File: src/rtl/joypad_pkg.sv
// Shared definitions for the NES controller-port responder: button bit
// positions, the button vector type and the D-pad legality filter.
package joypad_pkg;

  localparam int BTN_A      = 0;
  localparam int BTN_B      = 1;
  localparam int BTN_SELECT = 2;
  localparam int BTN_START  = 3;
  localparam int BTN_UP     = 4;
  localparam int BTN_DOWN   = 5;
  localparam int BTN_LEFT   = 6;
  localparam int BTN_RIGHT  = 7;

  typedef logic [7:0] joypad_buttons_t;

  // Opposing D-pad directions pressed together are physically impossible on
  // a real pad, so both directions of such a pair are reported as released.
  function automatic joypad_buttons_t dpad_filter(input joypad_buttons_t b);
    joypad_buttons_t r;
    r = b;
    if (b[BTN_LEFT] && b[BTN_RIGHT]) begin
      r[BTN_LEFT]  = 1'b0;
      r[BTN_RIGHT] = 1'b0;
    end
    if (b[BTN_UP] && b[BTN_DOWN]) begin
      r[BTN_UP]   = 1'b0;
      r[BTN_DOWN] = 1'b0;
    end
    return r;
  endfunction

endpackage

File: src/rtl/joypad_port.sv
// One controller port: button synchronizer, optional D-pad filter and the
// 4021-style shift register whose LSB is the serial bit the APU samples.
// Optional feature: JOYPAD_DPAD_FILTER_EN clears opposing D-pad pairs at load.
module joypad_port
  import joypad_pkg::*;
#(
  parameter int SYNC_STAGES = 2
) (
  input  logic       clk,
  input  logic       rst,
  input  logic       strobe,
  input  logic       rd_pulse,
  input  logic [7:0] buttons,
  output logic       ser_data
);

  logic [SYNC_STAGES-1:0][7:0] sync_q;
  joypad_buttons_t             load_val;
  joypad_buttons_t             sr;

  // Bring the asynchronous button lines into the clk domain.
  always_ff @(posedge clk or posedge rst) begin
    if (rst) begin
      sync_q <= '0;
    end else begin
      sync_q <= {sync_q[SYNC_STAGES-2:0], buttons};
    end
  end

  // Select the value parallel-loaded while the strobe is high.
  always_comb begin
`ifdef JOYPAD_DPAD_FILTER_EN
    load_val = dpad_filter(sync_q[SYNC_STAGES-1]);
`else
    load_val = sync_q[SYNC_STAGES-1];
`endif
  end

  // Reload while strobed; otherwise shift toward bit 0 with ones filling in.
  always_ff @(posedge clk or posedge rst) begin
    if (rst) begin
      sr <= '0;
    end else if (strobe) begin
      sr <= load_val;
    end else if (rd_pulse) begin
      sr <= {1'b1, sr[7:1]};
    end
  end

  assign ser_data = sr[0];

endmodule

File: src/rtl/joypad_shift.sv
// Two NES standard controllers behind the APU $4016/$4017 strobe and read
// clocks. Both ports share the strobe; each has its own read clock.
// Optional feature: JOYPAD_DPAD_FILTER_EN (applied inside each port).
module joypad_shift
  import joypad_pkg::*;
#(
  parameter int SYNC_STAGES = 2
) (
  input  logic       clk,
  input  logic       rst,
  input  logic       strobe,
  input  logic [1:0] rd_pulse,
  input  logic [7:0] buttons0,
  input  logic [7:0] buttons1,
  output logic [1:0] ser_data
);

  joypad_port #(.SYNC_STAGES(SYNC_STAGES)) u_port0 (
    .clk      (clk),
    .rst      (rst),
    .strobe   (strobe),
    .rd_pulse (rd_pulse[0]),
    .buttons  (buttons0),
    .ser_data (ser_data[0])
  );

  joypad_port #(.SYNC_STAGES(SYNC_STAGES)) u_port1 (
    .clk      (clk),
    .rst      (rst),
    .strobe   (strobe),
    .rd_pulse (rd_pulse[1]),
    .buttons  (buttons1),
    .ser_data (ser_data[1])
  );

endmodule

File: config.mk
export PLATFORM = sky130hd
export DESIGN_NAME = joypad_shift
export DESIGN_NICKNAME = d
export VERILOG_FILES = /design/src/rtl/joypad_pkg.sv /design/src/rtl/joypad_port.sv /design/src/rtl/joypad_shift.sv
export SDC_FILE = /design/constraint.sdc
export NUM_CORES = 1
export LEC_CHECK = 0
export CAP_MARGIN = 15
export CORE_MARGIN = 2
export CORE_UTILIZATION = 46
export CTS_CLUSTER_DIAMETER = 200
export DETAILED_ROUTE_END_ITERATION = 10
export GPL_TIMING_DRIVEN = 0
export HOLD_SLACK_MARGIN = 0.03
export MAX_ROUTING_LAYER = met4
export PLACE_DENSITY = 0.72
export SKIP_LAST_GASP = 1
export SYNTH_ARGS = -nofsm -noshare
export SYNTH_HDL_FRONTEND = slang
export SYNTH_SLANG_ARGS = --single-unit
File: constraint.sdc
create_clock -name clk -period 1.4 [get_ports clk]
set_input_delay 0.28 -clock clk [delete_from_list [all_inputs] [get_ports clk]]
set_output_delay 0.28 -clock clk [all_outputs]
set_load 0.02 [all_outputs]
==> impl_metrics.toml, run 1 <==
[status]
result_of_the_run = "finished, final reports clean"

[drt]
top_layer = "met4"
route.antenna.remaining_nets = 0
met3_wirelength_um = 103
wl_per_cell_um = 11.1
detail_route.wirelength_um = 1990
met2RoutedLength_um = 1040
routed_via_density = 4.46
routed-via-count = 798
drt_first_iter_violations = 20
route.layer.met1.wl_um = 821
drc_errors_left = 0
drt-pass1-iter-count = 3

[critical_path]
rr_worst_depth = 3
largest_driver_fanout_on_the_critical_path = 2
rrSetupSlack_ns = 0.57
worstPathRequired_ns = 1.12
worstSetupEndpointType = "primary output"
startpoint = "u_port1.sr[0]"
worstSetupStartpointType = "flip-flop"
criticalPathCategory = "flip-flop to primary output"
timing.critical_path.arrival_ns = 1.01
rr_startpoint = "u_port1.sr[0]"

[clocking]
holdBufCountCts = 0
clockRootBuffer = "sky130_fd_sc_hd__clkbuf_4"
insertion_delay_ns = 0.34
tritoncts = "built"
number_of_clock_sinks = 48
tritoncts.num_buffers = 5
cts.reportedPaths.clkPinSlew_ns = 0.12
htree_levels = 2
cts_max_path_buffers = 2

[cells_and_area]
fillers = 289
diodes = 0
area_growth_pct = 21.6
layout_cell_share_with_drive_strength_beyond_1_pct = 14.3
final_cells = 179
fin_nets = 153
fin_util_pct = 57.5

[worst_hold_path]
cell_count_of_the_worst_hold_path = 3
hold_class = "input port to flip-flop"
hp-start = "rd_pulse[0]"

[place]
detailed_place_hpwl_um = 1410
globalplace.congestion = 0.757
place.port_buffers = 20
post-place-cells = 170

[timing]
finClkSkew_ns = 0.00942
actual_slew_at_the_worst_max_slew_pin_ns = 0.947
hold_viol_final = 0
maxSlewHeadroom_pct = 36.8
final.min_clock_period_ns = 1.29
rsz0062_at_grt = "no"
report.final.setup_viol = 0
slew_viol_final = 0
maxClockFrequency_mhz = 772
fin_crit_sh_pct = 92.5

[synthesis]
netlist_instances = 104
ys.warnings.count = 0
yosys_register_bits = 48
yosys.cell_count.top_type = "sky130_fd_sc_hd__dfrtp_1"
synth-edff-count = 0
synth.top_cells.by_area = "sky130_fd_sc_hd__dfrtp_1 (77%), sky130_fd_sc_hd__mux2i_1 (9.0%), sky130_fd_sc_hd__o21ai_1 (4.2%), sky130_fd_sc_hd__nand2_1 (3.9%), sky130_fd_sc_hd__buf_4 (1.9%)"
avgSynthCellArea_sq_um = 14.9
synth.top_cell.area_share_pct = 77.3
post_synthesis_cell_type_count = 11
synth.cell_area_sq_um = 1550
area_leader_netlist = "sky130_fd_sc_hd__dfrtp_1"
synth_ff_type = "sky130_fd_sc_hd__dfrtp_1"
ys_seq_area_share_pct = 77.3
yosys-top-cells-count = "sky130_fd_sc_hd__dfrtp_1 (48), sky130_fd_sc_hd__nand2_1 (16), sky130_fd_sc_hd__mux2i_1 (14)"
synth_nets = 125
post_synth_arst_share_pct = 100

[grt]
grt_pass1_wl_um = 3680
gr-total-overflow = 0
first_global_vias = 855
grt_use_total_pct = 12.9
antenna_violations_before_repair = 0
grt_start_max_net_pins = 49

[power]
irDropWorstVdd_v = 0.000741
p_leak_nw = 0.871
power.density_cell_area_nw_per_um2 = 1320

[die]
top_level_i_o_count = 23
die_width_um = 62.1
design.core.area_sq_um = 3280
full_die_area_sq_um = 3860
initial_utilization_pct = 47.3
die-height_um = 62.1
core.rowCount = 21

[flow_run]
timing.max_cap.violations = 0
## layout by cell type, fill, tap and decap left out
cell type and instances:
sky130_fd_sc_hd__nor2_1 2, sky130_fd_sc_hd__o21ai_2 1, sky130_fd_sc_hd__dfrtp_1 48, sky130_fd_sc_hd__mux2i_1 14
sky130_fd_sc_hd__clkbuf_4 5, sky130_fd_sc_hd__buf_4 5, sky130_fd_sc_hd__clkdlybuf4s50_1 18, sky130_fd_sc_hd__o21ai_1 13
sky130_fd_sc_hd__nand2_1 16, sky130_fd_sc_hd__buf_2 3, sky130_fd_sc_hd__buf_6 2, sky130_fd_sc_hd__o21ai_0 2
sky130_fd_sc_hd__clkinv_2 1, sky130_fd_sc_hd__bufinv_16 1, sky130_fd_sc_hd__clkbuf_1 1, sky130_fd_sc_hd__clkinvlp_4 1
## repair_timing
item	4_1_cts	5_1_grt
setup endpoints to repair	2	0
gates resized for setup	8	0
setup buffers	1	0
## layout make-up
class / instances / area, sq um / area share, %
timing repair buffer: 21 / 198 / 10.5
buffer: 7 / 57.6 / 3.05
clock buffer: 6 / 41.3 / 2.19
clock inverter: 2 / 35.0 / 1.85
multi-input combinational: 48 / 292 / 15.4
sequential: 48 / 1200 / 63.6
inverter: 1 / 7.51 / 0.397
tap: 46 / 57.6 / 3.05
## logic make-up after synthesis
kind of cell | share of synthesized area [%]
and+or+nand+nor | 4.35
DFF | 77.3
buffers and inverters | 3.94
AOI/OAI and AO/OA | 5.39
muxes | 9.02
## final timing paths
path	to
setup / recovery	ser_data[1]
max in group asynchronous	u_port1.sync_q[2]
min in group asynchronous	u_port0.sync_q[7]
hold / removal	u_port0.sr[7]
hold reg to reg	u_port1.load_val[1]
setup reg to reg	u_port1.sr[0]
## sequential cells by signal, summed over array words and instances (netlist names)
name,flops
u_port0.sync_q,8
u_port1.sync_q,8
u_port0.load_val,8
u_port1.load_val,8
u_port1.sr,8
u_port0.sr,8
## where the power goes
part | total (W) | internal (W) | switching (W) | leakage [nW]
registers | 0.00151 | 0.00148 | 0.0000363 | 0.566
clock network | 0.000759 | 0.000375 | 0.000385 | 0.0422
logic | 0.000211 | 0.000113 | 0.0000984 | 0.263
total | 0.00249 | 0.00197 | 0.000519 | 0.871
## metrics by stage
| stage | hold WS, ns | setup slack (ns) | total power (W) | instance area [sq um] | setup TNS [ns] |
|---|---|---|---|---|---|
| finish | 0.243 | 0.105 | 0.00249 | 1890 | 0 |
| floorplan | 0.310 | 0.620 | 0.00166 | 1560 | 0 |
| global route | 0.227 | 0.0363 | 0.00262 | 1890 | 0 |
| detailed placement | 0.335 | -0.0222 | 0.00176 | 1820 | -0.979 |
| CTS | 0.216 | 0.0770 | 0.00253 | 1890 | 0 |
| global placement | 0.333 | 0.0301 | 0.00175 | 1820 | 0 |
## worst max-delay path, stage by stage (launching register included)
cell and delay (ns):
sky130_fd_sc_hd__dfrtp_1 0.40, sky130_fd_sc_hd__buf_4 0.13, sky130_fd_sc_hd__buf_2 0.15
## routing by layer
| metal | global-route usage (%) | vias up |
|---|---|---|
| li1 | - | 394 |
| met1 | 14.2 | 378 |
| met2 | 20.7 | 22 |
| met3 | 5.62 | 4 |
| met4 | 5.00 | 0 |
| met5 | - | - |
Power figures use the tool's default switching activity.
==> run 2: changes to the inputs <==
==> constraint.sdc (replaced) <==
create_clock -name clk -period 1.4 [get_ports clk]
set_input_delay 0.28 -clock clk [delete_from_list [all_inputs] [get_ports clk]]
set_output_delay 0.28 -clock clk [all_outputs]
set_load 0.05 [all_outputs]
==> run 2 against run 1 <==
Combinational power is 11% higher. Critical path type unchanged. Non-clock buffer count is 1 higher. Via count is 1.1% higher. Wire length is 0.20% higher. Critical path depth stayed put. Largest cell class unchanged. Die area stayed put. Power is 0.87% higher. Sequential power hardly changed.
==> impl_metrics.toml, run 2 (synthesis gave the netlist of run 1 again) <==
[clocking]
tritoncts.num_buffers = 5
holdBufCountCts = 0
cts.reportedPaths.clkPinSlew_ns = 0.12
clockRootBuffer = "sky130_fd_sc_hd__clkbuf_4"
tritoncts = "built"
htree_levels = 2
insertion_delay_ns = 0.34
cts_max_path_buffers = 2
number_of_clock_sinks = 48

[critical_path]
rrSetupSlack_ns = 0.57
worstSetupEndpointType = "primary output"
largest_driver_fanout_on_the_critical_path = 2
worstPathRequired_ns = 1.12
rr_startpoint = "u_port1.sr[0]"
criticalPathCategory = "flip-flop to primary output"
worstSetupStartpointType = "flip-flop"
rr_worst_depth = 3
timing.critical_path.arrival_ns = 1.05
worstReg2RegEnd = "u_port1.sr[0]"

[grt]
grt_pass1_wl_um = 3660
first_global_vias = 846
antenna_violations_before_repair = 0
grt_start_max_net_pins = 49
grt_use_total_pct = 12.8
gr-total-overflow = 0

[worst_hold_path]
cell_count_of_the_worst_hold_path = 3
whs_endpoint = "u_port0.sr[7]"
hp-start = "rd_pulse[0]"
hold_class = "input port to flip-flop"

[die]
design.core.area_sq_um = 3280
die-height_um = 62.1
full_die_area_sq_um = 3860
core.rowCount = 21
top_level_i_o_count = 23
die_width_um = 62.1
initial_utilization_pct = 47.3

[cells_and_area]
fillers = 290
final-seq-area_sq_um = 1200
layout_cell_share_with_drive_strength_beyond_1_pct = 14.9
layout_commonest_cell = "sky130_fd_sc_hd__dfrtp_1"
area_growth_pct = 22.4
diodes = 0
multiInputGateArea_sq_um = 292
final_cell_mix = "sky130_fd_sc_hd__dfrtp_1 (48), sky130_fd_sc_hd__clkdlybuf4s50_1 (18), sky130_fd_sc_hd__nand2_1 (16), sky130_fd_sc_hd__mux2i_1 (14), sky130_fd_sc_hd__o21ai_1 (13)"
fin_nets = 154

[timing]
actual_slew_at_the_worst_max_slew_pin_ns = 0.945
maxClockFrequency_mhz = 753
slew_viol_final = 0
fin_crit_sh_pct = 94.9
setup-tns-final_ns = 0
final.min_clock_period_ns = 1.33
hold_viol_final = 0
report.final.setup_viol = 0
maxSlewHeadroom_pct = 36.8
rsz0062_at_grt = "no"
post-route-worst-setup-slack_ns = 0.0717
finClkSkew_ns = 0.00933

[drt]
routed-via-count = 807
drt-pass1-iter-count = 3
route.antenna.remaining_nets = 0
detail_route.wirelength_um = 1990
drc_errors_left = 0
routed_via_density = 4.48
drt_first_iter_violations = 20
wl_per_cell_um = 11.1

[power]
irDropWorstVdd_v = 0.000741
p_leak_nw = 0.877
power.density_cell_area_nw_per_um2 = 1320

[status]
result_of_the_run = "finished, final reports clean"

[place]
place.port_buffers = 20
globalplace.congestion = 0.757
detailed_place_hpwl_um = 1410
place_worst_setup_slack_ns = -0.0950

[flow_run]
timing.max_cap.violations = 0
run 2: cell types whose count changed in the layout (fill, tap and decap cells not counted), sizes merged:
cell / before / now
buf: 10 / 11
run 2: metal layers:
metal	GRT usage, %	vias up	wire, um
met5	-	-	0
met4	5.00	0	25
met3	5.62	4	103
met2	20.4	22	1040
met1	14.2	384	824
li1	-	397	-
run 2: how the worst max path moves through the flow:
stage | startpoint | slack (ns) | end | cells after the start
6_report | u_port1.sr[0] | 0.07 | ser_data[1] | 2
5_1_grt | u_port1.sr[0] | 0.008 | ser_data[1] | 2
4_1_cts | u_port1.sr[0] | 0.02 | ser_data[1] | 2
3_5_place_dp | u_port1.sr[0] | -0.1 | ser_data[1] | 2
3_3_place_gp | u_port0.sr[0] | -0.09 | ser_data[0] | 2
2_1_floorplan | u_port0.sr[0] | 0.59 | ser_data[0] | 1
run 2: worst max-delay path: stages, from the launching register on:
cell and delay [ns]:
sky130_fd_sc_hd__dfrtp_1 0.40, sky130_fd_sc_hd__buf_4 0.13, sky130_fd_sc_hd__buf_4 0.18
run 2: layout make-up:
cell class,instances,area share (%)
Tap cell,46,3.03
Clock inverter,2,1.84
Sequential cell,48,63.2
Inverter,1,0.395
Buffer,7,3.03
Multi-Input combinational cell,48,15.3
Timing Repair Buffer,22,11.1
Clock buffer,6,2.17
run 2: per-stage QoR:
| step | hold WS [ns] | cells | total power [W] | utilization, % | area (sq um) |
|---|---|---|---|---|---|
| finish | 0.242 | 180 | 0.00251 | 57.9 | 1900 |
| global placement | 0.333 | 170 | 0.00176 | 55.3 | 1820 |
| floorplan | 0.310 | 104 | 0.00168 | - | 1560 |
| global route | 0.227 | 180 | 0.00264 | 57.9 | 1900 |
| detailed placement | 0.335 | 170 | 0.00177 | 55.3 | 1820 |
| CTS | 0.216 | 178 | 0.00254 | 57.3 | 1880 |
run 2: timing repair:
item                                    CTS  global route
cloned                                    0             0
endpoints found under the setup margin    2             2
buffers inserted                          0             2
gates resized for setup                  10             4
run 2: power by group:
part | switching, W | leakage (nW) | total (W) | internal [W]
registers | 0.0000364 | 0.566 | 0.00151 | 0.00148
logic | 0.000113 | 0.269 | 0.000234 | 0.000120
clock network | 0.000384 | 0.0422 | 0.000759 | 0.000375
